## config.mk

```make
export PLATFORM = sky130hd
export DESIGN_NAME = vcr_ovc_state_ctrl_flat
export DESIGN_NICKNAME = d
export VERILOG_FILES = /design/src/rtl/vcr_ovc_state_ctrl_pkg.sv /design/src/rtl/vcr_ovc_state_ctrl_if.sv /design/src/rtl/vcr_ovc_state_ctrl_tracker.sv /design/src/rtl/vcr_ovc_state_ctrl.sv /design/src/flat_wrapper.sv
export SDC_FILE = /design/constraint.sdc
export NUM_CORES = 1
export LEC_CHECK = 0
export BUFFER_PORTS_ARGS = -buffer_cell sky130_fd_sc_hd__buf_4
export CORE_MARGIN = 3
export CORE_UTILIZATION = 35
export CTS_CLUSTER_SIZE = 10
export DETAILED_ROUTE_END_ITERATION = 8
export PLACE_DENSITY = 0.56
export SETUP_SLACK_MARGIN = 0.2
export SKIP_LAST_GASP = 1
export SLEW_MARGIN = 20
export SYNTH_ARGS = -nofsm -noshare
export SYNTH_HDL_FRONTEND = slang
export SYNTH_SLANG_ARGS = --single-unit
```

## constraint.sdc

```tcl
create_clock -name clk -period 4.2 [get_ports clk]
set_clock_uncertainty 0.05 [all_clocks]
set_input_delay 0.84 -clock clk [delete_from_list [all_inputs] [get_ports clk]]
set_output_delay 0.84 -clock clk [all_outputs]
set_load 0.02 [all_outputs]
```

## src/rtl/vcr_ovc_state_ctrl_pkg.sv

```systemverilog
// Purpose : shared types for the output-VC state controller (OVC state encoding, credit width helper).
// Latency : n/a (types and constant functions only).
// Backpressure: n/a.
// Contents: ovc_state_e, credit_width().
package vcr_ovc_state_ctrl_pkg;

  // Per-OVC allocation state.
  //   IDLE   : free, offered to the VC allocator
  //   ACTIVE : owned by a packet, flits may leave on it
  //   DRAIN  : tail sent, waiting for the downstream buffer to empty
  typedef enum logic [1:0] {
    IDLE   = 2'd0,
    ACTIVE = 2'd1,
    DRAIN  = 2'd2
  } ovc_state_e;

  // Credit counters must represent 0..buffer_size inclusive.
  function automatic int credit_width(input int buffer_size);
    return $clog2(buffer_size + 1);
  endfunction

endpackage

```

## src/rtl/vcr_ovc_state_ctrl_if.sv

```systemverilog
// Purpose : bundle of allocator grant, outgoing flit, returning credit and status signals of one output port.
// Latency : n/a (wires only).
// Backpressure: none; credits returned by the downstream router are the only flow control.
// Ports   : master = allocator/crossbar side (drives events, reads status), slave = state controller.
interface vcr_ovc_state_ctrl_if #(
  parameter int num_vcs = 4
);
  logic [num_vcs-1:0] gnt_ovc;
  logic               flit_valid;
  logic               flit_head;
  logic               flit_tail;
  logic [num_vcs-1:0] flit_sel_ovc;
  logic               cred_valid;
  logic [num_vcs-1:0] cred_sel_ovc;
  logic [num_vcs-1:0] elig_ovc;
  logic [num_vcs-1:0] cred_avail_ovc;
  logic               error;

  modport master (
    output gnt_ovc, flit_valid, flit_head, flit_tail, flit_sel_ovc,
    output cred_valid, cred_sel_ovc,
    input  elig_ovc, cred_avail_ovc, error
  );

  modport slave (
    input  gnt_ovc, flit_valid, flit_head, flit_tail, flit_sel_ovc,
    input  cred_valid, cred_sel_ovc,
    output elig_ovc, cred_avail_ovc, error
  );

endinterface

```

## src/rtl/vcr_ovc_state_ctrl_tracker.sv

```systemverilog
// Purpose : state machine plus downstream credit counter for a single output VC.
// Latency : 1 cycle from grant/flit/credit to elig/cred_avail (both decoded from registers).
// Backpressure: none; illegal events are dropped and flagged on err for one cycle.
// Ports   : clk, reset (sync, active high); gnt, flit_vld/flit_head/flit_tail, cred_vld (already
//           decoded to this OVC); elig, cred_avail (registered status); err (combinational violation pulse).
module vcr_ovc_tracker
  import vcr_ovc_state_ctrl_pkg::*;
#(
  parameter int buffer_size          = 8,
  parameter int atomic_vc_allocation = 1
) (
  input  logic clk,
  input  logic reset,
  input  logic gnt,
  input  logic flit_vld,
  input  logic flit_head,
  input  logic flit_tail,
  input  logic cred_vld,
  output logic elig,
  output logic cred_avail,
  output logic err
);

  localparam int            cw   = credit_width(buffer_size);
  localparam logic [cw-1:0] full = cw'(buffer_size);

  ovc_state_e    state, state_nxt;
  logic [cw-1:0] count, count_nxt;
  // Set once a body flit of the current packet has gone out; a head flit after
  // that point means the upstream lost track of packet boundaries.
  logic          body_seen, body_seen_nxt;

  logic gnt_bad;
  logic flit_bad;
  logic flit_legal;
  logic under;
  logic over;
  logic flit_acc;
  logic cred_acc;

  // State register (with counter and packet-boundary flag).
  always_ff @(posedge clk) begin
    if (reset) begin
      state     <= IDLE;
      count     <= full;
      body_seen <= 1'b0;
    end else begin
      state     <= state_nxt;
      count     <= count_nxt;
      body_seen <= body_seen_nxt;
    end
  end

  // Violation checks and credit arithmetic. An illegal flit is dropped entirely
  // (no count change, no state change); a legal flit and a credit in the same
  // cycle cancel, so neither can under/overflow in that case.
  always_comb begin
    gnt_bad    = gnt && (state != IDLE);
    flit_bad   = flit_vld && ((state != ACTIVE) || (flit_head && body_seen));
    flit_legal = flit_vld && !flit_bad;
    under      = flit_legal && !cred_vld && (count == '0);
    over       = cred_vld && !flit_legal && (count == full);
    flit_acc   = flit_legal && !under;
    cred_acc   = cred_vld && !over;

    count_nxt = count;
    if (flit_acc && !cred_acc) begin
      count_nxt = count - cw'(1);
    end else if (cred_acc && !flit_acc) begin
      count_nxt = count + cw'(1);
    end
  end

  // Next-state logic. Draining completes on the post-update count, so the OVC
  // is IDLE in the cycle right after the last credit arrives, and a tail that
  // coincides with a credit filling the buffer skips DRAIN altogether.
  always_comb begin
    state_nxt     = state;
    body_seen_nxt = body_seen;
    unique case (state)
      IDLE: begin
        if (gnt) begin
          state_nxt     = ACTIVE;
          body_seen_nxt = 1'b0;
        end
      end
      ACTIVE: begin
        if (flit_acc) begin
          if (flit_tail) begin
            body_seen_nxt = 1'b0;
            if ((atomic_vc_allocation == 0) || (count_nxt == full)) begin
              state_nxt = IDLE;
            end else begin
              state_nxt = DRAIN;
            end
          end else if (!flit_head) begin
            body_seen_nxt = 1'b1;
          end
        end
      end
      DRAIN: begin
        if (count_nxt == full) begin
          state_nxt = IDLE;
        end
      end
      default: begin
        state_nxt     = IDLE;
        body_seen_nxt = 1'b0;
      end
    endcase
  end

  // Outputs: status decoded straight from registers; err is a one-cycle pulse.
  always_comb begin
    elig       = (state == IDLE);
    cred_avail = (count != '0);
    err        = gnt_bad || flit_bad || under || over;
  end

endmodule

```

## src/rtl/vcr_ovc_state_ctrl.sv

```systemverilog
// Purpose : output-VC state controller for one router output port; one instance per port, whose
//           elig_ovc slices concatenate into the allocator's elig_op_ovc.
// Latency : 1 cycle from any event to elig_ovc / cred_avail_ovc / error.
// Backpressure: none; protocol violations are dropped and latched on a sticky error until reset.
// Ports   : clk, reset (sync, active high); ovc (slave modport: gnt_ovc, flit_*, cred_*, elig_ovc,
//           cred_avail_ovc, error). The interface num_vcs must equal the product of the class params.
module vcr_ovc_state_ctrl
  import vcr_ovc_state_ctrl_pkg::*;
#(
  parameter int num_message_classes  = 2,
  parameter int num_resource_classes = 2,
  parameter int num_vcs_per_class    = 1,
  parameter int buffer_size          = 8,
  parameter int atomic_vc_allocation = 1
) (
  input  logic                 clk,
  input  logic                 reset,
  vcr_ovc_state_ctrl_if.slave  ovc
);

  localparam int num_vcs = num_message_classes * num_resource_classes * num_vcs_per_class;

  logic               flit_sel_ok;
  logic               cred_sel_ok;
  logic               sel_err;
  logic [num_vcs-1:0] trk_err;
  logic [num_vcs-1:0] elig;
  logic [num_vcs-1:0] cred_avail;
  logic               error_q;

  // A select that is zero or has several bits set names no single OVC; the
  // whole event is ignored rather than applied to a guessed VC.
  always_comb begin
    flit_sel_ok = (ovc.flit_sel_ovc != '0) &&
                  ((ovc.flit_sel_ovc & (ovc.flit_sel_ovc - 1'b1)) == '0);
    cred_sel_ok = (ovc.cred_sel_ovc != '0) &&
                  ((ovc.cred_sel_ovc & (ovc.cred_sel_ovc - 1'b1)) == '0);
    sel_err     = (ovc.flit_valid && !flit_sel_ok) || (ovc.cred_valid && !cred_sel_ok);
  end

  for (genvar i = 0; i < num_vcs; i++) begin : gen_ovc
    vcr_ovc_tracker #(
      .buffer_size          (buffer_size),
      .atomic_vc_allocation (atomic_vc_allocation)
    ) u_trk (
      .clk        (clk),
      .reset      (reset),
      .gnt        (ovc.gnt_ovc[i]),
      .flit_vld   (ovc.flit_valid && flit_sel_ok && ovc.flit_sel_ovc[i]),
      .flit_head  (ovc.flit_head),
      .flit_tail  (ovc.flit_tail),
      .cred_vld   (ovc.cred_valid && cred_sel_ok && ovc.cred_sel_ovc[i]),
      .elig       (elig[i]),
      .cred_avail (cred_avail[i]),
      .err        (trk_err[i])
    );
  end

  // Sticky error: any violation on any OVC latches until reset.
  always_ff @(posedge clk) begin
    if (reset) begin
      error_q <= 1'b0;
    end else if (sel_err || (|trk_err)) begin
      error_q <= 1'b1;
    end
  end

  assign ovc.elig_ovc       = elig;
  assign ovc.cred_avail_ovc = cred_avail;
  assign ovc.error          = error_q;

endmodule

```

## src/flat_wrapper.sv

```systemverilog
// flat-port wrapper written by rule: the top's interface ports become plain ports
module vcr_ovc_state_ctrl_flat import vcr_ovc_state_ctrl_pkg::*;
#(
  parameter int num_message_classes  = 2,
  parameter int num_resource_classes = 2,
  parameter int num_vcs_per_class    = 1,
  parameter int buffer_size          = 8,
  parameter int atomic_vc_allocation = 1
)
  (clk, reset, ovc_gnt_ovc, ovc_flit_valid, ovc_flit_head, ovc_flit_tail, ovc_flit_sel_ovc, ovc_cred_valid, ovc_cred_sel_ovc, ovc_elig_ovc, ovc_cred_avail_ovc, ovc_error);
  vcr_ovc_state_ctrl_if #(.num_vcs(4)) ovc_i ();
  input  logic clk;
  input  logic reset;
  input wire logic [$bits(ovc_i.gnt_ovc)-1:0] ovc_gnt_ovc;
  input wire logic [$bits(ovc_i.flit_valid)-1:0] ovc_flit_valid;
  input wire logic [$bits(ovc_i.flit_head)-1:0] ovc_flit_head;
  input wire logic [$bits(ovc_i.flit_tail)-1:0] ovc_flit_tail;
  input wire logic [$bits(ovc_i.flit_sel_ovc)-1:0] ovc_flit_sel_ovc;
  input wire logic [$bits(ovc_i.cred_valid)-1:0] ovc_cred_valid;
  input wire logic [$bits(ovc_i.cred_sel_ovc)-1:0] ovc_cred_sel_ovc;
  output wire logic [$bits(ovc_i.elig_ovc)-1:0] ovc_elig_ovc;
  output wire logic [$bits(ovc_i.cred_avail_ovc)-1:0] ovc_cred_avail_ovc;
  output wire logic [$bits(ovc_i.error)-1:0] ovc_error;
  assign ovc_i.gnt_ovc = ovc_gnt_ovc;
  assign ovc_i.flit_valid = ovc_flit_valid;
  assign ovc_i.flit_head = ovc_flit_head;
  assign ovc_i.flit_tail = ovc_flit_tail;
  assign ovc_i.flit_sel_ovc = ovc_flit_sel_ovc;
  assign ovc_i.cred_valid = ovc_cred_valid;
  assign ovc_i.cred_sel_ovc = ovc_cred_sel_ovc;
  assign ovc_elig_ovc = ovc_i.elig_ovc;
  assign ovc_cred_avail_ovc = ovc_i.cred_avail_ovc;
  assign ovc_error = ovc_i.error;
  vcr_ovc_state_ctrl #(.num_message_classes(num_message_classes), .num_resource_classes(num_resource_classes), .num_vcs_per_class(num_vcs_per_class), .buffer_size(buffer_size), .atomic_vc_allocation(atomic_vc_allocation)) u_core (.clk(clk), .reset(reset), .ovc(ovc_i));
endmodule
```

# Word level (Yosys, flattened, before mapping)
# Index checks and enable logic that the tools add are counted.
# classes
n_addsub	10
eq_ne	40
muxes	46
bitwise	6
reduce_logical	139
# op_table
cell	count
1-bit logical AND	62
2-bit two-way mux	20
4-bit equality test, second input constant	8
4-bit two-way mux	8
2-bit inequality test, second input constant	16
4-bit AND reduction	8
1-bit zero test	30
4-bit zero test	6
2-bit case mux with 3 select lines	4
4-bit nonzero test	6
4-bit by 1-bit subtractor with 4-bit output, second input constant	6
1-bit logical OR	18
4-bit by 1-bit adder with 4-bit output, second input constant	4
3-bit inequality test, second input constant	4
1-bit case mux with 3 select lines	4
1-bit two-way mux	10
4-bit AND	2
2-bit by 1-bit equality test with 1-bit output, second input constant	4
2-bit equality test, second input constant	4
2-bit zero test	4
2-bit by 1-bit inequality test with 1-bit output, second input constant	4
2-bit nonzero test	4
1-bit NOT	4
4-bit OR reduction	1
# totals
ff_bits	29
inputBits	18
output_inout_bits	9
word_cells	254

# Longest topological paths before layout
# Gate-level depths: netlist (run 1).
# depth
word_depth	22
depth_mapped	9
ltp_nobuf	9

# Hierarchy
# Synthesis (run 1) repeated with hierarchy kept, for this count alone.
# hier_totals
cells_unflattened	340
area_unflattened_um2	2732.6
# by_module_without_submodules
module	instances	cells_per_inst	area_each_um2	seq_area_each_um2
vcr_ovc_tracker (u_core.gen_ovc[0].u_trk ...)	3	85	660.6	140.1
vcr_ovc_tracker (u_core.gen_ovc[1].u_trk)	1	60	525.5	140.1
vcr_ovc_state_ctrl	1	25	225.2	20.0

# Worst setup path after synthesis (run 1)
# Ideal clock, no wire load.
# synth_timing
path_kind	input port to flip-flop
start	input ovc_flit_sel_ovc[1]
end	register u_core.gen_ovc[0].u_trk.count[3]
setup_time_ps	119
t_arrival_ps	2449
t_required_ps	4031
setup_slack_ps	1582
stages	7
path_buffers	1
path_cell_list	nor4b_2 nand4_2 or3b_1 buf_2 o41ai_4 xnor2_1 or2b_1
# synth_via
elab_chain_cells	17
elab_cells_between_ends	25
classes_between	add/sub: 1; mux: 2; bitwise: 1; reduce/logical: 21
# synth_rtl
element	line_no	text
from (decl)	flat_wrapper.sv:18	input wire logic [$bits(ovc_i.flit_sel_ovc)-1:0] ovc_flit_sel_ovc;
4-bit by 1-bit subtractor with 4-bit output	vcr_ovc_state_ctrl.sv:35	((ovc.flit_sel_ovc & (ovc.flit_sel_ovc - 1'b1)) == '0);
4-bit AND	vcr_ovc_state_ctrl.sv:35	
4-bit zero test	vcr_ovc_state_ctrl.sv:35	
1-bit logical AND (*)	vcr_ovc_state_ctrl.sv:34	flit_sel_ok = (ovc.flit_sel_ovc != '0) &&
1-bit logical AND (*) (2 in series)	vcr_ovc_state_ctrl.sv:49	.flit_vld (ovc.flit_valid && flit_sel_ok && ovc.flit_sel_ovc[i]),
1-bit logical AND	vcr_ovc_state_ctrl_tracker.sv:59	flit_bad = flit_vld && ((state != ACTIVE) || (flit_head && body_seen));
1-bit zero test	vcr_ovc_state_ctrl_tracker.sv:60	flit_legal = flit_vld && !flit_bad;
1-bit logical AND (*)	vcr_ovc_state_ctrl_tracker.sv:60	
1-bit zero test or 1-bit logical AND (tied branches)	vcr_ovc_state_ctrl_tracker.sv:62, vcr_ovc_state_ctrl_tracker.sv:61	
1-bit logical AND (on tied branches)	vcr_ovc_state_ctrl_tracker.sv:62, vcr_ovc_state_ctrl_tracker.sv:61	
1-bit logical AND or 1-bit zero test (tied branches)	vcr_ovc_state_ctrl_tracker.sv:62, vcr_ovc_state_ctrl_tracker.sv:63	
1-bit zero test or 1-bit logical AND (tied branches)	vcr_ovc_state_ctrl_tracker.sv:64, vcr_ovc_state_ctrl_tracker.sv:63	
1-bit logical AND or 1-bit zero test (tied branches)	vcr_ovc_state_ctrl_tracker.sv:64, vcr_ovc_state_ctrl_tracker.sv:69	
1-bit logical AND or 1-bit zero test (tied branches)	vcr_ovc_state_ctrl_tracker.sv:69, vcr_ovc_state_ctrl_tracker.sv:67	
4-bit two-way mux or 1-bit logical AND (tied branches)	vcr_ovc_state_ctrl_tracker.sv:69, vcr_ovc_state_ctrl_tracker.sv:67	
4-bit two-way mux (*)	vcr_ovc_state_ctrl_tracker.sv:67	if (flit_acc && !cred_acc) begin
to (signal assigned)	vcr_ovc_state_ctrl_tracker.sv:45	count <= full;
to (signal assigned)	vcr_ovc_state_ctrl_tracker.sv:49	count <= count_nxt;
to (decl)	vcr_ovc_state_ctrl_tracker.sv:28	logic [cw-1:0] count, count_nxt;
# Every way passes the cells marked *; elsewhere a longest branch is shown, timed or not.
# A chain may end at the register's enable or synchronous reset.

# Final worst setup path (run 1)
# layout_timing
start	register u_core.gen_ovc[0].u_trk.count[0]
end	output ovc_cred_avail_ovc[0]
# layout_via
elab_chain_cells	1
# layout_rtl
element	line_no	text
4-bit nonzero test	vcr_ovc_state_ctrl_tracker.sv:116	cred_avail = (count != '0);
to (decl)	flat_wrapper.sv:22	output wire logic [$bits(ovc_i.cred_avail_ovc)-1:0] ovc_cred_avail_ovc;
# No other way between the ends.

==> out/metrics.yaml, run 1 <==
synthesis:
  avgSynthCellArea_um2: 7.62
  ys_seq_area_share_pct: 25.4
  async_flop_share_pct: 0
  synth_top_family_by_area: "simple AND/OR/NAND/NOR gates"
  synth_adder_area_share_pct: 6.56
  yosys_warnings: 0
  synthFlopType: "dfxtp_1"
  muxShareOfSynthArea_pct: 1.31
  synth-edff-count: 0
  synth_simple_gate_area_share_pct: 32.8
  synth-compound-area-share_pct: 22.9
  yosys-top-cells-area: "dfxtp_1 (25%), ha_1 (6.6%), nand2_1 (4.1%)"
  netlist_instances: 300
  synth_top_area_share_pct: 25.4
  synth_seq_cells: 29
  synth-xor-area-share_pct: 3.45
  syn_area_um2: 2290
  yosysUniqueCellTypes: 60
  yosys.area.top_type: "dfxtp_1"
  synth_nets: 330
cts:
  clockRootBuffer: "clkbuf_8"
  clk_pin_slew_ns: 0.06
  clockBufferDepth: 2
  cts_setup_buffers: 0
  cts_hold_buffers: 0
  cts_buffers: 5
  cts_resized: 0
  htreeDepth: 2
  cts.sink_count: 29
  cts_tree: "done"
  clock_latency_ns: 0.29
power:
  p_leak_nw: 1.03
  seqPwrFrac_pct: 41.7
  power-per-cell-area_nw_per_um2: 303
  intPower_w: 0.000506
  combPwrFrac_pct: 29.4
  worst_ir_drop_vdd_uv: 128
  power.switching_w: 0.000270
  pwr-share-clk_pct: 29.0
  p_sw_share_pct: 34.8
floorplan:
  io_pins: 27
  initial_core_util_pct: 37.3
  dieWidth_um: 86.8
  die_h_um: 86.8
  coreArea_um2: 6130
  die-area_um2: 7540
  rows: 28
finish:
  design_area_um2: 2560
  syn2layout_area_growth_pct: 11.9
  finalNetCount: 345
  instances_no_fill: 391
  n_antenna_cell: 0
  multi_input_area_um2: 1530
  drive_gt1_share_pct: 13.9
  regArea_um2: 581
  fillCellCount: 667
timing:
  worst_slew_pin_slew_ns: 0.493
  fmax_mhz: 384
  finalSetupViolCount: 0
  drv_slew: 0
  rsz0062_at_grt: "false"
  whs_ns: 0.486
  finalHoldViolCount: 0
  max_slew_margin_pct: 67.0
  tns_ns: 0
  timing.final.crit_share_pct: 62.0
  min_period_ns: 2.61
global_route:
  grt_usage_pct: 16.3
  grtUsageMet3_pct: 3.99
  grt_most_used_layer: "met2"
  antenna_found_initial: 0
  grt_use_met2_pct: 25.1
  grt_pass1_wl_mm: 9.65
  grt_pass1_vias: 2057
  grtUsageMet1_pct: 22.0
  gr-total-overflow: 0
  grt_max_degree: 30
min_path:
  min_path_type: "reg -> reg"
routing:
  routedWlPerCell_um: 14.2
  drc: 0
  vias: 2194
  drtIter0Drc: 134
  wirelength_mm: 5.56
  viasPerCell: 5.61
  antenna_left: 0
  drtPass1Iterations: 4
placement:
  placed_cell_area_um2: 2480
  dpl.cell_count: 383
  dp_hpwl_mm: 4.24
  place_congestion: 0.831
  port_buffers: 26
setup_path:
  end_kind: "output pin"
  worst_ep_required_time_ns: 3.31
  crit_path_max_fanout: 5
  start_kind: "flop"
  crit_type: "reg -> out"
  critical_path_arrival_ns: 1.72
run:
  drv_cap: 0
outcome:
  status: "completed"
-- power groups by stage --
stage               Sequential [W]  Clock, W  Combinational (W)
floorplan                 0.000321         0           0.000170
global placement          0.000328         0           0.000224
detailed placement        0.000328         0           0.000227
CTS                       0.000322  0.000235           0.000228
global route              0.000328  0.000247           0.000263
finish                    0.000323  0.000225           0.000228
-- stage by stage --
| step | setup WS, ns | utilization, % | power (W) |
|---|---|---|---|
| CTS | 1.57 | 41.8 | 0.000786 |
| global placement | 1.33 | 40.4 | 0.000552 |
| detailed placement | 1.32 | 40.4 | 0.000555 |
| finish | 1.59 | 41.8 | 0.000776 |
| global route | 1.45 | 41.8 | 0.000838 |
| floorplan | 1.58 | - | 0.000491 |
-- kinds of logic (layout without fill, tap and decap cells) --
family,after synthesis,count (layout)
simple gates,136,136
compound gates,73,73
buf+inv,38,54
flops,29,29
fa+ha+maj,12,12
xor+xnor,9,9
mux,3,3
-- cells in the mapped netlist, drive strengths merged, types with 5 or more instances --
library cell  count
or2               5
a211oi            5
dfxtp            29
xnor2             6
nor3             14
nand2            25
ha               12
a31oi             8
nor2b            13
inv              20
nand4             8
buf               9
nor2             24
a21oi            13
clkbuf            9
or3               5
o21ai            12
nand3            12
-- critical path, stage by stage (launching register included) --
cell and delay, ns:
dfxtp_1 0.37, inv_1 0.16, ha_1 0.22, or3b_2 0.50, buf_4 0.18
-- final timing paths --
kind	startpoint	end	slack, ns	depth (start not counted)
worst min-delay path	u_core.gen_ovc[0].u_trk.state[0]$_SDFFE_PP0P_	u_core.gen_ovc[0].u_trk.state[0]$_SDFFE_PP0P_	0.49	2
worst min register to register	u_core.gen_ovc[0].u_trk.state[0]$_SDFFE_PP0P_	u_core.gen_ovc[0].u_trk.state[0]$_SDFFE_PP0P_	0.49	2
worst max-delay path	u_core.gen_ovc[0].u_trk.count[0]$_SDFF_PP0_	ovc_cred_avail_ovc[0]	1.59	4
worst max register to register	u_core.gen_ovc[0].u_trk.count[0]$_SDFF_PP0_	u_core.gen_ovc[0].u_trk.state[1]$_SDFFE_PP0P_	1.82	7
-- sequential cells by signal, summed over array words and instances, names as in the netlist --
register                        flops
u_core.ovc.error                    1
u_core.gen_ovc.u_trk.state          8
u_core.gen_ovc.u_trk.count         16
u_core.gen_ovc.u_trk.body_seen      4
-- layer usage --
layer  wire [µm]  vias to the layer above
met5           0                        -
met4          69                        0
met3         310                        5
met2        2460                       45
met1        2720                     1023
li1            -                     1121
-- area by class of cell --
class,count,share of cell area (%)
inverter,20,2.93
tap,75,3.67
timing repair buffer,26,7.62
clock buffer,6,2.83
sequential,29,22.7
clock inverter,2,0.391
multi-input combinational,233,59.9
-- layout by cell type, fill, tap and decap left out, types with 5 or more instances in the layout --
| cell | n |
|---|---|
| nor3_1 | 14 |
| or2_2 | 5 |
| clkbuf_8 | 5 |
| or3_1 | 5 |
| a211oi_1 | 5 |
| buf_4 | 26 |
| nor2b_1 | 13 |
| nand3_1 | 12 |
| a21oi_1 | 13 |
| nor2_1 | 24 |
| dfxtp_1 | 29 |
| nand2_1 | 25 |
| nand4_1 | 7 |
| xnor2_1 | 6 |
| a31oi_1 | 8 |
| o21ai_0 | 12 |
| ha_1 | 12 |
| inv_1 | 20 |
(Power assumes the default switching activity.)
==> run 2: changes to the inputs <==
--- a/config.mk
+++ b/config.mk
@@ -5,12 +5,13 @@
 export SDC_FILE = /design/constraint.sdc
 export NUM_CORES = 1
 export LEC_CHECK = 0
+export ABC_AREA = 1
 export BUFFER_PORTS_ARGS = -buffer_cell sky130_fd_sc_hd__buf_4
 export CORE_MARGIN = 3
 export CORE_UTILIZATION = 35
 export CTS_CLUSTER_SIZE = 10
 export DETAILED_ROUTE_END_ITERATION = 8
-export PLACE_DENSITY = 0.56
+export PLACE_DENSITY = 0.58
 export SETUP_SLACK_MARGIN = 0.2
 export SKIP_LAST_GASP = 1
 export SLEW_MARGIN = 20
==> constraint.sdc (replaced) <==
create_clock -name clk -period 2.21 [get_ports clk]
set_clock_uncertainty 0.05 [all_clocks]
set_input_delay 0.442 -clock clk [delete_from_list [all_inputs] [get_ports clk]]
set_output_delay 0.442 -clock clk [all_outputs]
set_load 0.02 [all_outputs]
==> run 2 against run 1 <==
  * Via count up 14%
  * Clock power up 87%
  * Utilization down 0.35 points
  * Synthesized cell count up 41%
  * Power up 66%
  * Critical path depth unchanged
  * Sequential cell count unchanged
  * Global-route usage down 2.0 points
  * Clock-buffer cell count up 2
  * Register-to-register slack worse by 1.4 ns
  * Combinational power up 36%
  * Non-clock buffer count unchanged
  * Critical path type unchanged
==> out/metrics.yaml, run 2 <==
power:
  p_sw_share_pct: 31.7  # -3.1 points
  pwr-share-clk_pct: 32.6  # +3.6 points
  p_leak_nw: 1.51  # +46%
  combPwrFrac_pct: 24.1  # -5.3 points
  seqPwrFrac_pct: 43.4  # +1.7 points
  power-per-cell-area_nw_per_um2: 449  # +48%
  intPower_w: 0.000882  # +74%
  worst_ir_drop_vdd_uv: 291  # +130%
  power.switching_w: 0.000409  # +52%
min_path:
  hold_end: "u_core.gen_ovc[0].u_trk.body_seen$_SDFFE_PP0P_"
  min_path_type: "reg -> reg"
  hold_path_startpoint: "u_core.gen_ovc[0].u_trk.body_seen$_SDFFE_PP0P_"
  hold_path_depth: 2  # unchanged
finish:
  instances_no_fill: 543  # +39%
  multi_input_area_um2: 1570  # +2.6%
  syn2layout_area_growth_pct: 12.6
  utilization_pct: 41.4  # -0.35 points
  design_area_um2: 2880  # +12%
  fillCellCount: 781  # +17%
  layout_common_cells: "nand2_1 (119), inv_1 (80), nand3_1 (38), nor2_1 (34), dfxtp_1 (29)"
  largest_register_ffs: 16  # unchanged
  reg_top3: "u_core.gen_ovc.u_trk.count (16), u_core.gen_ovc.u_trk.state (8), u_core.gen_ovc.u_trk.body_seen (4)"
  regMostFlops: "u_core.gen_ovc.u_trk.count"
  n_antenna_cell: 0  # unchanged
  regArea_um2: 581  # unchanged
  drive_gt1_share_pct: 15.2  # +1.3 points
  layout_commonest_cell: "nand2_1"
  finalNetCount: 476  # +38%
timing:
  whs_ns: 0.407  # -0.0789 ns
  timing.final.crit_share_pct: 83.5
  fmax_mhz: 542
  finalHoldViolCount: 0  # unchanged
  worst_slew_pin_slew_ns: 0.433  # -0.0600 ns
  max_slew_margin_pct: 71.1  # +4.1 points
  min_period_ns: 1.85
  tns_ns: 0  # unchanged
  finalSetupViolCount: 0  # unchanged
  rsz0062_at_grt: "false"
  drv_slew: 0  # unchanged
routing:
  vias: 2496  # +14%
  drc: 0  # unchanged
  met2_length_mm: 2.72  # +11%
  antenna_left: 0  # unchanged
  wl_met1_mm: 2.78  # +2.0%
  drtPass1Iterations: 4  # unchanged
  wirelength_mm: 5.76  # +3.6%
  top_layer: "met4"
  viasPerCell: 4.60  # -18%
  dr_wl_met3_um: 238  # -23%
  drtIter0Drc: 108  # -19%
  routedWlPerCell_um: 10.6  # -25%
setup_path:
  end_kind: "output pin"
  crit_type: "reg -> out"
  reg2reg_slack_ns: 0.43  # -1.39 ns
  critical_path_arrival_ns: 1.35  # -0.37 ns
  reg2regPathDepth: 10  # +3
  cp_slowest_cell: "dfxtp_1"
  r2r-end: "u_core.gen_ovc[1].u_trk.state[0]$_SDFFE_PP0P_"
  start_kind: "flop"
  crit_path_max_fanout: 4  # -1
  worstPathCellList: "inv_1 -> ha_1 -> nand3_1 -> buf_4"
  slowest_delay_ns: 0.38  # -0.12 ns
  r2r-start: "u_core.gen_ovc[1].u_trk.count[0]$_SDFF_PP0_"
  worst_ep_required_time_ns: 1.72  # -1.59 ns
cts:
  cts.sink_count: 29  # unchanged
  clk_pin_slew_ns: 0.07  # about the same
  cts_tree: "done"
  clockBufferDepth: 2  # unchanged
  cts_setup_buffers: 0  # unchanged
  cts_resized: 0  # unchanged
  cts_hold_buffers: 0  # unchanged
  clockRootBuffer: "clkbuf_8"
  clock_latency_ns: 0.28  # about the same
  htreeDepth: 2  # unchanged
  cts_buffers: 5  # unchanged
floorplan:
  rows: 30  # +7.1%
  die-area_um2: 8350  # +11%
  coreArea_um2: 6940  # +13%
  die_h_um: 91.4  # +5.2%
  io_pins: 27  # unchanged
  initial_core_util_pct: 36.8  # -0.55 points
  dieWidth_um: 91.4  # +5.2%
placement:
  dp_hpwl_mm: 4.67  # +10%
  port_buffers: 26  # unchanged
  dpl.cell_count: 535  # +40%
  place_congestion: 0.857  # +3.1%
  placed_cell_area_um2: 2800  # +13%
synthesis:
  avgSynthCellArea_um2: 6.02  # -21%
  netlist_instances: 424  # +41%
  synth.most_common_cell: "nand2_1"
  async_flop_share_pct: 0  # unchanged
  yosysUniqueCellTypes: 32  # -47%
  netlist_top_cells_count: "nand2_1 (119), inv_1 (80), nand3_1 (38)"
  synth-edff-count: 0  # unchanged
  yosys_warnings: 0  # unchanged
  syn_area_um2: 2550  # +12%
  synthFlopType: "dfxtp_1"
  synth_nets: 454  # +38%
  yosys.area.top_type: "dfxtp_1"
  synth_top_area_share_pct: 22.7  # -2.6 points
  ys_seq_area_share_pct: 22.7  # -2.6 points
  yosys-top-cells-area: "dfxtp_1 (23%), nand2_1 (18%), inv_1 (12%)"
  synth_seq_cells: 29  # unchanged
run:
  drv_cap: 0  # unchanged
global_route:
  gr-total-overflow: 0  # unchanged
  grt_pass1_vias: 2277  # +11%
  grt_max_degree: 19  # -37%
  antenna_found_initial: 0  # unchanged
  grt_usage_pct: 14.3  # -2.0 points
  grt_pass1_wl_mm: 9.90  # +2.6%
outcome:
  status: "completed"
==> run 2: cell types whose count changed in the layout (fill, tap and decap cells not counted), moves of 7 or more <==
cell / previous run / this run
nor3_1: 14 / 1
xor2_1: 3 / 10
inv_1: 20 / 80
nor2_1: 24 / 34
nand3_1: 12 / 38
nand2_1: 25 / 119
nor2b_1: 13 / 0
nor2_2: 0 / 9
==> run 2: cell type report <==
class                   count  share of cell area (%)
well taps                  96                    4.18
clock buffers               8                    2.79
flip-flops and latches     29                    20.2
inverters                  87                    11.4
repair buffers             26                    6.79
multi-input cells         297                    54.7
==> run 2: routing by layer <==
| layer | up-vias | global-route usage, % |
|---|---|---|
| li1 | 1364 | - |
| met1 | 1091 | 18.0 |
| met2 | 37 | 24.5 |
| met3 | 4 | 3.56 |
| met4 | 0 | 2.76 |
| met5 | - | 0 |
==> run 2: power groups by stage <==
| stage | registers (W) | clock network (W) | logic [W] |
|---|---|---|---|
| 5_1_grt | 0.000563 | 0.000458 | 0.000359 |
| 3_5_place_dp | 0.000572 | 0 | 0.000311 |
| 2_1_floorplan | 0.000570 | 0 | 0.000226 |
| 4_1_cts | 0.000560 | 0.000439 | 0.000313 |
| 3_3_place_gp | 0.000571 | 0 | 0.000309 |
| 6_report | 0.000560 | 0.000420 | 0.000311 |
==> run 2: through the flow <==
stage,power [W],worst slack (ns)
floorplan,0.000796,0.618
global placement,0.000880,0.378
detailed placement,0.000883,0.351
CTS,0.00131,0.363
global route,0.00138,0.234
finish,0.00129,0.364
==> run 2: worst max-delay path: cells and delay by family, from the launching register on <==
family,cells,cell delay (ns)
simple gates,1,0.16
flops,1,0.38
buf+inv,2,0.28
fa+ha+maj,1,0.25
==> run 2: worst max-delay path by stage <==
stage / endpoint / cells past startpoint / from
after floorplan: u_core.gen_ovc[2].u_trk.state[0]$_SDFFE_PP0P_ / 11 / u_core.gen_ovc[2].u_trk.count[0]$_SDFF_PP0_
after global placement: u_core.gen_ovc[2].u_trk.state[1]$_SDFFE_PP0P_ / 11 / ovc_flit_sel_ovc[0]
after detailed placement: u_core.gen_ovc[2].u_trk.state[1]$_SDFFE_PP0P_ / 11 / ovc_flit_sel_ovc[0]
after CTS: ovc_cred_avail_ovc[3] / 4 / u_core.gen_ovc[3].u_trk.count[0]$_SDFF_PP0_
after global routing: u_core.gen_ovc[1].u_trk.body_seen$_SDFFE_PP0P_ / 12 / u_core.gen_ovc[1].u_trk.count[0]$_SDFF_PP0_
final: ovc_cred_avail_ovc[3] / 4 / u_core.gen_ovc[3].u_trk.count[0]$_SDFF_PP0_
==> run 2: cell families (layout without fill, tap and decap cells) <==
kind of cell,Yosys count,after routing,synth area share [%]
buffers and inverters,98,121,15.6
adder cells (fa/ha/maj),12,12,5.88
AND/OR/NAND/NOR,234,234,42.9
AO/OA/AOI/OAI,40,40,9.02
XOR/XNOR,11,11,3.77
flip-flops,29,29,22.7
